<file path="config.mk">
export PLATFORM = sky130hd
export DESIGN_NAME = frame_tx_arbiter
export DESIGN_NICKNAME = d
export VERILOG_FILES = /design/src/rtl/frame_tx_arbiter_pkg.sv /design/src/rtl/frame_tx_arbiter_rr_picker.sv /design/src/rtl/frame_tx_arbiter.sv
export SDC_FILE = /design/constraint.sdc
export NUM_CORES = 1
export LEC_CHECK = 0
export BUFFER_PORTS_ARGS = -buffer_cell sky130_fd_sc_hd__buf_2
export CAP_MARGIN = 10
export CORE_ASPECT_RATIO = 0.6
export CORE_UTILIZATION = 45
export CTS_CLUSTER_SIZE = 8
export DETAILED_ROUTE_END_ITERATION = 10
export PLACE_DENSITY = 0.85
export SYNTH_ARGS = -nofsm -noshare
export SYNTH_HDL_FRONTEND = slang
export SYNTH_SLANG_ARGS = --single-unit
</file>
<file path="constraint.sdc">
create_clock -name clk_i -period 2.5 [get_ports clk_i]
set_input_delay 0.5 -clock clk_i [delete_from_list [all_inputs] [get_ports clk_i]]
set_output_delay 0.5 -clock clk_i [all_outputs]
set_load 0.01 [all_outputs]
</file>
<file path="src/rtl/frame_tx_arbiter_pkg.sv">
// Shared types and constants for the frame transmitter arbiter.
//   payload_t        : frame payload handed from a source to the transmitter
//   state_t          : arbiter FSM states
//   PAYLOAD_TYPE_*   : payload type codes used at the top-level hookup
//   REQ_IDX_*        : fixed requester slot assignments
package frame_tx_arbiter_pkg;

  localparam int unsigned PAYLOAD_DATA_W = 24;

  typedef struct packed {
    logic [7:0]                payload_type;
    logic [PAYLOAD_DATA_W-1:0] data;
  } payload_t;

  localparam logic [7:0]  PAYLOAD_TYPE_PULSE_ID = 8'h01;
  localparam int unsigned REQ_IDX_PULSE_ID      = 0;

  typedef enum logic [1:0] {
    ST_IDLE      = 2'd0,
    ST_SEND      = 2'd1,
    ST_WAIT_DONE = 2'd2
  } state_t;

endpackage

</file>
<file path="src/rtl/frame_tx_arbiter_rr_picker.sv">
// Combinational round-robin search: first set bit of req at or after start,
// wrapping from N_BITS-1 back to 0.
//   req     : request bits
//   start   : search start position (must be < N_BITS)
//   valid_c : any request bit set
//   idx_c   : position of the selected bit (0 when none)
module rr_picker #(
  parameter int unsigned N_BITS = 3,
  parameter int unsigned IDX_W  = 2
) (
  input  logic [N_BITS-1:0] req,
  input  logic [IDX_W-1:0]  start,
  output logic              valid_c,
  output logic [IDX_W-1:0]  idx_c
);

  // Walk offsets from farthest to nearest so the nearest hit wins.
  always_comb begin
    int p;
    valid_c = 1'b0;
    idx_c   = '0;
    p       = 0;
    for (int o = int'(N_BITS) - 1; o >= 0; o--) begin
      p = int'(start) + o;
      if (p >= int'(N_BITS)) p = p - int'(N_BITS);
      if (req[p]) begin
        valid_c = 1'b1;
        idx_c   = IDX_W'(p);
      end
    end
  end

endmodule

</file>
<file path="src/rtl/frame_tx_arbiter.sv">
// Shares one frame transmitter between N_REQ payload sources.
// Index 0 (pulse-ID) has priority, limited by a starvation guard; indices
// 1..N_REQ-1 are served round-robin. One frame in flight at a time.
//   clk_i, reset_ni : clock, async active-low reset
//   req_i/payload_i : per-source request and payload (held until ack)
//   ack_o           : one-cycle accept pulse per source
//   tx_ready_i      : transmitter idle (sampled in IDLE only)
//   tx_start_o      : one-cycle start pulse, tx_payload_o valid with it
//   tx_done_i       : frame complete pulse (honoured in WAIT_DONE only)
//   grant_idx_o     : current/last granted source
//   busy_o          : arbiter not idle
//   timeout_o       : one-cycle pulse when tx_done_i never arrived
//   frames_sent_o   : completed frame count, wraps
module frame_tx_arbiter
  import frame_tx_arbiter_pkg::*;
#(
  parameter int unsigned N_REQ          = 4,
  parameter int unsigned STARVE_LIMIT   = 4,
  parameter int unsigned TIMEOUT_CYCLES = 100000
) (
  input  logic                       clk_i,
  input  logic                       reset_ni,
  input  logic [N_REQ-1:0]           req_i,
  input  payload_t [N_REQ-1:0]       payload_i,
  output logic [N_REQ-1:0]           ack_o,
  input  logic                       tx_ready_i,
  output logic                       tx_start_o,
  output payload_t                   tx_payload_o,
  input  logic                       tx_done_i,
  output logic [$clog2(N_REQ)-1:0]   grant_idx_o,
  output logic                       busy_o,
  output logic                       timeout_o,
  output logic [15:0]                frames_sent_o
);

  localparam int unsigned IDX_W   = $clog2(N_REQ);
  localparam int unsigned SC_W    = $clog2(STARVE_LIMIT + 1);
  localparam int unsigned TO_W    = $clog2(TIMEOUT_CYCLES);
  localparam int unsigned RR_BITS = N_REQ - 1;

  state_t            state;
  logic [IDX_W-1:0]  rr_ptr;      // next round-robin index to consider (1..N_REQ-1)
  logic [SC_W-1:0]   starve_cnt;  // consecutive index-0 grants with others waiting
  logic [TO_W-1:0]   to_cnt;

  logic              others_c;
  logic              pick0_c;
  logic              rr_valid_c;
  logic [IDX_W-1:0]  rr_idx_c;
  logic [IDX_W-1:0]  win_c;
  logic [IDX_W-1:0]  next_ptr_c;

  assign others_c = |req_i[N_REQ-1:1];

  // Round-robin over indices 1..N_REQ-1, mapped to picker bits 0..N_REQ-2.
  rr_picker #(
    .N_BITS (RR_BITS),
    .IDX_W  (IDX_W)
  ) u_rr_picker (
    .req     (req_i[N_REQ-1:1]),
    .start   (rr_ptr - IDX_W'(1)),
    .valid_c (rr_valid_c),
    .idx_c   (rr_idx_c)
  );

  // Pulse-ID wins unless it has starved the others for STARVE_LIMIT frames.
  assign pick0_c = req_i[REQ_IDX_PULSE_ID] &&
                   !((starve_cnt == SC_W'(STARVE_LIMIT)) && others_c);
  assign win_c   = pick0_c ? IDX_W'(REQ_IDX_PULSE_ID) : rr_idx_c + IDX_W'(1);

  // Pointer just past the last grant, wrapping N_REQ back to 1.
  assign next_ptr_c = (grant_idx_o == IDX_W'(N_REQ - 1)) ? IDX_W'(1)
                                                         : grant_idx_o + IDX_W'(1);

  // Arbiter FSM with registered outputs.
  always_ff @(posedge clk_i or negedge reset_ni) begin
    if (!reset_ni) begin
      state         <= ST_IDLE;
      rr_ptr        <= IDX_W'(1);
      starve_cnt    <= '0;
      to_cnt        <= '0;
      ack_o         <= '0;
      tx_start_o    <= 1'b0;
      tx_payload_o  <= '0;
      grant_idx_o   <= '0;
      busy_o        <= 1'b0;
      timeout_o     <= 1'b0;
      frames_sent_o <= '0;
    end else begin
      ack_o      <= '0;
      tx_start_o <= 1'b0;
      timeout_o  <= 1'b0;
      unique case (state)
        ST_IDLE: begin
          if (tx_ready_i && (pick0_c || rr_valid_c)) begin
            tx_payload_o <= payload_i[win_c];
            grant_idx_o  <= win_c;
            ack_o        <= N_REQ'(1) << win_c;
            tx_start_o   <= 1'b1;
            busy_o       <= 1'b1;
            state        <= ST_SEND;
          end
        end
        ST_SEND: begin
          to_cnt <= '0;
          state  <= ST_WAIT_DONE;
        end
        ST_WAIT_DONE: begin
          if (tx_done_i) begin
            frames_sent_o <= frames_sent_o + 16'd1;
            if (grant_idx_o != IDX_W'(REQ_IDX_PULSE_ID)) begin
              rr_ptr     <= next_ptr_c;
              starve_cnt <= '0;
            end else if (others_c) begin
              if (starve_cnt != SC_W'(STARVE_LIMIT)) starve_cnt <= starve_cnt + SC_W'(1);
            end else begin
              starve_cnt <= '0;
            end
            busy_o <= 1'b0;
            state  <= ST_IDLE;
          end else if (to_cnt == TO_W'(TIMEOUT_CYCLES - 1)) begin
            // Abort; still move the pointer so a stuck source cannot hog the link.
            timeout_o <= 1'b1;
            if (grant_idx_o != IDX_W'(REQ_IDX_PULSE_ID)) rr_ptr <= next_ptr_c;
            busy_o <= 1'b0;
            state  <= ST_IDLE;
          end else begin
            to_cnt <= to_cnt + TO_W'(1);
          end
        end
        default: begin
          busy_o <= 1'b0;
          state  <= ST_IDLE;
        end
      endcase
    end
  end

endmodule

</file>
==> impl_metrics.csv, run 1 <==
group,metric,value,unit
routing,vias,4748,
yosys,synth_fp_nets,642,
power_and_ir_drop,vdd_ir_drop_max,0.7458,mV
timing,final-hold-violation-count,0,
routing,routedWlPerCell,17.40,µm
timing,fin_crit,2435,ps
timing,slew_violations,0,
critical_path,start_kind,"flip-flop",
grt,use_met3,0.05678,
placed_design,port-buffer-count,192,
floorplanning,rows,29,
cts,cts.sinks,81,
cts,postCtsSetupBuffers,0,
yosys,synth_area_leaders,"dfrtp_1 (40%), a41oi_2 (9.5%), a32oi_1 (5.7%), nand3_1 (4.7%), and2_1 (4.4%)",
routing,dr.pass1.iters,4,
timing,rsz0062_at_grt,"false",
timing,tns,0,ps
finish,layout_commonest_cell,"buf_2",
cts,clkLatencyLatePin,330,ps
cts,cts_tree,"built",
grt,grt_pass1_vias,4806,
timing,slew_headroom,0.6118,
run_status,status,"finished clean",
critical_path,r2r_end,"tx_payload_o[26]$_DFFE_PN0P_",
critical_path,cp-end-kind,"flip-flop",
finish,finish.utilization,0.6041,
grt,gr-total-overflow,0,
grt,antenna_found_initial,0,
yosys,synth_edf_count,0,
grt,grtUsageMet2,0.4239,
yosys,syn_area_per_cell,9.944,µm²
cts,cts_hold_buf,0,
critical_path,crit_family,"compound AO/OA/AOI/OAI gates",
finish,syn_to_final_growth,29.69,%
grt,grt_pass1_wl,23470,µm
placed_design,dp_hpwl,10720,µm
routing,ant_nets,0,
critical_path,ff2ff_path_depth,8,
timing,worst_hold_slack,166.2,ps
critical_path,critPathMaxStageDelay,530,ps
grt,grtUsageTotal,0.2604,
grt,grt_max_degree,55,
cts,ctsRootBufferMaster,"clkbuf_16",
yosys,syn_inst,498,
routing,drc,0,
finish,antenna_cells,0,
timing,final.setup.worst_slack,64.65,ps
timing,max_freq,410.6,MHz
floorplanning,core,10630,µm²
grt,grt.busiest_layer,"met2",
finish,drive_above_1_share,0.4035,
critical_path,cp.arrival,2630,ps
critical_path,rr_startpoint,"rr_ptr[0]$_DFFE_PN1P_",
critical_path,worstPathMaxFanout,27,
worst_hold_path,hold_class,"primary input to asynchronous set/reset pin",
placed_design,place_ws,3.740,ps
finish,fin_nets,828,
yosys,synth_top_area_cell,"dfrtp_1",
cts,htreeDepth,3,
yosys,syn_area,4952,µm²
yosys,yosysWarnings,0,
critical_path,critPathRequiredTime,2690,ps
power_and_ir_drop,p_leak,2.877,nW
floorplanning,die_x,137.4,µm
cts,cts_buffers,9,
yosys,synthDistinctLibCells,56,
yosys,ys_seq_elements,81,
yosys,synthArstFlopShare,1.000,
floorplanning,fp.dieH,83.26,µm
cts,clk_pin_slew,60,ps
critical_path,crit_type,"flip-flop to flip-flop",
critical_path,ff2ff_setup_slack,60,ps
placed_design,place_congestion,0.8899,
job,cap_violations,0,
grt,met1_usage,0.3448,
floorplanning,die-area,11440,µm²
yosys,synth_top_flop_cell,"dfrtp_1",
timing,worstMarginPinSlew,582.2,ps
critical_path,cpMaxStageDelayCell,"dfstp_2",
timing,skew,7.728,ps
finish,layout_common_cells,"buf_2 (191), dfrtp_1 (80), nand2_1 (56), nand3_1 (47), nor3_1 (38)",
cts,cts_buffer_depth,2,
routing,drt_iter0_drc,367,
timing,finalSetupViolations,0,
floorplanning,ios,193,
routing,via_per_inst,5.734,
critical_path,path_buf_inv,2,
critical_path,crit_chain,"inv_1 > ha_4 > xor2_1 > o21ai_0 > a211o_1 > buf_12 > a32oi_1 > a41oi_2",
floorplanning,initial_core_util,0.4658,
routing,drt_wl_total,14410,µm
finish,fillers,889,
yosys,seq_area_frac_synth,0.4096,
power_and_ir_drop,cellPowerDensity,1097,nW/µm²
yosys,synth_top_area_share,0.4042,
timing,min_period_over_period,0.9741,
==> state kept, by name (all words and copies together) (netlist names), 2 cells and up <==
| signal | cells |
|---|---|
| tx_payload_o | 32 |
| to_cnt | 17 |
| frames_sent_o | 16 |
| ack_o | 4 |
| starve_cnt | 3 |
| grant_idx_o | 2 |
| rr_ptr | 2 |
| state | 2 |
==> layout make-up <==
class	instances	area, µm²	area share
clock buffer	9	225.2	0.03507
tap	139	173.9	0.02708
timing repair buffer	212	1180	0.1837
clock inverter	7	52.55	0.008182
multi-input combinational	365	2706	0.4214
inverter	15	56.30	0.008767
sequential	81	2028	0.3158
==> metal layers <==
| metal | part of all wire | wire (µm) | up-vias |
|---|---|---|---|
| met1 | 0.45 | 6511 | 2301 |
| met4 | 0.016 | 229 | 0 |
| met2 | 0.47 | 6810 | 200 |
| met5 | 0 | 0 | - |
| met3 | 0.059 | 857 | 22 |
| li1 | - | - | 2225 |
==> what timing repair did <==
action	CTS	global route
pin swaps	0	1
setup endpoints to repair	2	3
gates resized for setup	2	1
gates cloned	0	0
==> worst register-to-register path, cell delays in order, from the launching register on <==
cell     delay (ps)
dfstp_2         530
inv_1            70
ha_4            310
xor2_1          260
o21ai_0         170
a211o_1         360
buf_12          180
a32oi_1         270
a41oi_2         150
==> through the flow <==
stage          power (mW)  instance area, µm²  instances
3_3_place_gp        5.549                6126        812
6_report            7.047                6422        828
3_5_place_dp        5.737                6126        812
2_1_floorplan       4.504                4965        498
4_1_cts             7.060                6419        828
5_1_grt             7.469                6422        828
==> cells in the mapped netlist (all sizes together), types with 3 or more instances <==
cell and instances:
inv 15, and3 8, a21oi 4, and4 3, xor2 9, o21ai 8, buf 17, a32oi 32
and2 35, mux2i 9, ha 8, a41oi 32, clkbuf 20, nor3 40, mux2 3, nand2 56
xnor2 13, nor2 15, nor3b 3, a21o 3, dfrtp 80, nand4 10, nand2b 3, nand3 47
==> cells by family (layout without fill, tap and decap cells) <==
group | count (synthesis) | in the layout | synth area share
multiplexers | 12 | 12 | 0.02501
AND/OR/NAND/NOR | 230 | 230 | 0.2453
AO/OA/AOI/OAI | 93 | 93 | 0.2052
flip-flops | 81 | 81 | 0.4096
buffers and inverters | 52 | 243 | 0.05432
XOR/XNOR | 22 | 22 | 0.04043
adder cells (fa/ha/maj) | 8 | 8 | 0.02021
==> worst max path at each step <==
stage	start	end	slack (ps)	depth (start not counted)
2_1_floorplan	rr_ptr[0]$_DFFE_PN1P_	grant_idx_o[1]$_DFFE_PN0P_	30	8
5_1_grt	rr_ptr[0]$_DFFE_PN1P_	tx_payload_o[24]$_DFFE_PN0P_	7	8
6_report	rr_ptr[0]$_DFFE_PN1P_	tx_payload_o[26]$_DFFE_PN0P_	60	8
3_5_place_dp	rr_ptr[0]$_DFFE_PN1P_	tx_payload_o[14]$_DFFE_PN0P_	4	8
4_1_cts	rr_ptr[0]$_DFFE_PN1P_	tx_payload_o[14]$_DFFE_PN0P_	70	8
3_3_place_gp	rr_ptr[0]$_DFFE_PN1P_	tx_payload_o[14]$_DFFE_PN0P_	120	8
==> where the power goes <==
| group | total (mW) | internal, mW | switching (mW) |
|---|---|---|---|
| sequential | 2.08 | 1.74 | 0.330 |
| combinational | 3.74 | 1.60 | 2.14 |
| clock | 1.23 | 0.681 | 0.551 |
Power figures use the tool's default switching activity.
==> run 2, diff against run 1 <==
- SYNTH_HIERARCHICAL: not set -> 1
==> run 2 against run 1 <==
Compared with the run above: the flow now finishes with violations (setup timing); area after synthesis decreased by 2.2%; sequential power about the same; design area increased by 17%; via count increased by 15%; combinational power increased by 82%; fmax decreased by 19%; largest power group unchanged; setup slack got worse by 570 ps; wire length increased by 35%; die area decreased by 2.2%.
==> impl_metrics.csv, run 2 <==
group,metric,value,unit
run_status,status,"complete, but fails checks",
run_status,violations,"setup timing",
grt,gr-total-overflow,0,
timing,min_period_over_period,1.200,
timing,fin_crit,3000,ps
timing,worstMarginPinSlew,729.3,ps
finish,antenna_cells,0,
timing,slew_headroom,0.5138,
floorplanning,fp.dieH,82.35,µm
cts,htreeDepth,3,
yosys,ys_seq_elements,81,
yosys,syn_area,4842,µm²
finish,drive_above_1_share,0.5245,
yosys,synth-compound-area-share,0.1959,
routing,drc,0,
timing,slew_violations,0,
timing,final.setup.worst_slack,-500.5,ps
power_and_ir_drop,power_switching_share,0.4049,
cts,clkLatencyLatePin,340,ps
yosys,synthArstFlopShare,1.000,
yosys,ys_top_cells_by_count,"dfrtp_1 (80), nand2_1 (59), mux2_2 (33), o221ai_1 (33), a32o_1 (32)",
floorplanning,initial_core_util,0.4766,
critical_path,cp-end-kind,"flip-flop",
job,cap_violations,0,
yosys,yosys-mux-area-fraction,0.08527,
routing,via_per_inst,6.426,
cts,clk_pin_slew,60,ps
finish,top_regs,"tx_payload_o x32, to_cnt x17, frames_sent_o x16",
power_and_ir_drop,p_comb_frac,0.656,
power_and_ir_drop,vdd_ir_drop_max,0.8912,mV
placed_design,place_ws,-509.1,ps
yosys,synth.most_common_cell,"dfrtp_1",
critical_path,worstPathMaxFanout,6,
finish,largest_register_ffs,32,
timing,worst_hold_slack,197.7,ps
grt,grt_pass1_wl,25020,µm
yosys,syn_inst,479,
floorplanning,rows,28,
yosys,seq_area_frac_synth,0.4189,
routing,drt_iter0_drc,497,
cts,cts_buffer_depth,2,
yosys,synth_top_area_share,0.4134,
yosys,yosysWarnings,6,
floorplanning,core,10160,µm²
routing,ant_nets,0,
cts,cts.sinks,81,
cts,cts_tree,"built",
yosys,synthXorXnorAreaFrac,0.03437,
power_and_ir_drop,p_switching,4.188,mW
finish,syn_to_final_growth,55.68,%
yosys,synth_edf_count,0,
power_and_ir_drop,p_int,6.155,mW
floorplanning,ios,193,
worst_hold_path,hold_class,"primary input to asynchronous set/reset pin",
yosys,synth-adder-area-share,0.02326,
placed_design,port-buffer-count,192,
cts,ctsRootBufferMaster,"clkbuf_16",
power_and_ir_drop,p_seq_frac,0.203,
power_and_ir_drop,p_leak,3.481,nW
floorplanning,die-area,11190,µm²
critical_path,start_kind,"flip-flop",
timing,rsz0062_at_grt,"true",
timing,finalSetupViolations,41,
grt,antenna_found_initial,0,
placed_design,dp_cells,798,
routing,dr.pass1.iters,7,
power_and_ir_drop,clkPwrFrac,0.140,
placed_design,place_congestion,0.9629,
yosys,synthDistinctLibCells,64,
placed_design,dp_hpwl,11090,µm
cts,cts_buffers,9,
routing,routedWlPerCell,22.94,µm
critical_path,cp.arrival,3230,ps
finish,layout_common_cells,"buf_2 (191), dfrtp_1 (80), nand2_1 (58), a32o_1 (31), o221ai_2 (30)",
finish,finish.utilization,0.7420,
yosys,synth_fp_nets,624,
routing,vias,5449,
power_and_ir_drop,cellPowerDensity,1372,nW/µm²
yosys,syn_area_per_cell,10.11,µm²
critical_path,critPathRequiredTime,2730,ps
yosys,synth_area_leaders,"dfrtp_1 (41%), mux2_2 (7.7%), a32o_1 (6.6%), o221ai_1 (6.0%), nand2_1 (4.6%)",
finish,layout_commonest_cell,"buf_2",
yosys,yosys.area_share.simple,0.1997,
grt,grt_pass1_vias,5037,
finish,final_cells,848,
critical_path,crit_type,"flip-flop to flip-flop",
yosys,synth_top_flop_cell,"dfrtp_1",
grt,grt_max_degree,55,
yosys,synth_top_area_cell,"dfrtp_1",
grt,grtUsageTotal,0.2949,
timing,final-hold-violation-count,0,
yosys,synth_top_family_by_area,"simple AND/OR/NAND/NOR gates",
finish,fin_nets,853,
finish,top_register,"tx_payload_o",
floorplanning,die_x,135.9,µm
routing,drt_wl_total,19450,µm
cts,cts_hold_buf,0,
timing,skew,10.79,ps
timing,max_freq,333.3,MHz
==> run 2: changes by cell type in the layout (fill, tap and decap cells not counted), sizes merged, moves of 7 or more <==
cell    previous run  this run
mux2               3        34
clkbuf             9        23
or2                2        33
nor3              40         5
nor2              15         8
nand3             47        15
and2              35         2
a32o               0        32
a32oi             32         0
o221ai             1        33
a41oi             32         0
buf              212       245
==> run 2: layout make-up <==
| class | count | area [µm²] |
|---|---|---|
| clock buffer | 15 | 297.8 |
| sequential | 81 | 2028 |
| timing repair buffer | 254 | 1852 |
| tap | 135 | 168.9 |
| multi-input combinational | 349 | 3110 |
| fill | 639 | 2621 |
| clock inverter | 1 | 30.03 |
| inverter | 13 | 51.30 |
==> run 2: metal layers <==
layer	vias up	routed length, µm	global-route usage
li1	2279	-	-
met1	2674	7507	0.3682
met2	402	9187	0.4918
met3	94	1895	0.07692
met4	0	859	0.1233
met5	-	0	0
==> run 2: per-stage QoR <==
step                total power [mW]  area, µm²  setup TNS, ps
floorplan                      5.383       5174         -10000
global placement               6.648       6452          -9540
detailed placement             6.885       6452         -13850
CTS                            8.992       7057         -12330
global route                   10.72       7538         -17530
finish                         10.34       7538         -15920
==> run 2: cells by family (layout without fill, tap and decap cells) <==
| logic type | Yosys count | after routing |
|---|---|---|
| DFF | 81 | 81 |
| adders and majority gates | 9 | 9 |
| muxes | 37 | 37 |
| buffers and inverters | 49 | 283 |
| xor gates and xnor gates | 19 | 19 |
| AOI/OAI and AO/OA | 113 | 113 |
| and+or+nand+nor | 171 | 171 |
==> run 2: power groups by stage <==
stage / clock network [mW] / registers, mW / logic, mW
floorplan: 0 / 2.15 / 3.23
global placement: 0 / 2.04 / 4.61
detailed placement: 0 / 2.07 / 4.82
CTS: 1.45 / 2.06 / 5.48
global route: 1.51 / 2.15 / 7.07
finish: 1.45 / 2.10 / 6.79
==> run 2: worst max-delay path, stage by stage, from the launching register on <==
cell and delay [ps]:
dfstp_2 590, xnor2_4 150, inv_2 70, ha_4 170, mux2i_1 190, o221ai_2 170, o311ai_4 260, buf_6 190
buf_8 140, buf_16 140, mux2_4 310, o221ai_2 140, nand2_1 110, a32o_1 270
==> run 2: worst paths after layout <==
kind | start | slack [ps] | cells after the start | end
hold / removal | reset_ni | 200 | 1 | tx_payload_o[11]$_DFFE_PN0P_
hold reg to reg | frames_sent_o[15]$_DFFE_PN0P_ | 470 | 1 | frames_sent_o[15]$_DFFE_PN0P_
max in group asynchronous | reset_ni | 1640 | 2 | tx_payload_o[1]$_DFFE_PN0P_
setup reg to reg | rr_ptr[0]$_DFFE_PN1P_ | -500 | 13 | tx_payload_o[14]$_DFFE_PN0P_
setup / recovery | rr_ptr[0]$_DFFE_PN1P_ | -500 | 13 | tx_payload_o[14]$_DFFE_PN0P_
min in group clk_i | frames_sent_o[15]$_DFFE_PN0P_ | 470 | 1 | frames_sent_o[15]$_DFFE_PN0P_
==> run 2: what timing repair did <==
item                       in CTS  in global routing
setup endpoints to repair      39                 41
setup buffers                   9                 14
gates cloned                    5                  8
pin swaps                       5                 23
gates resized for setup        21                 33
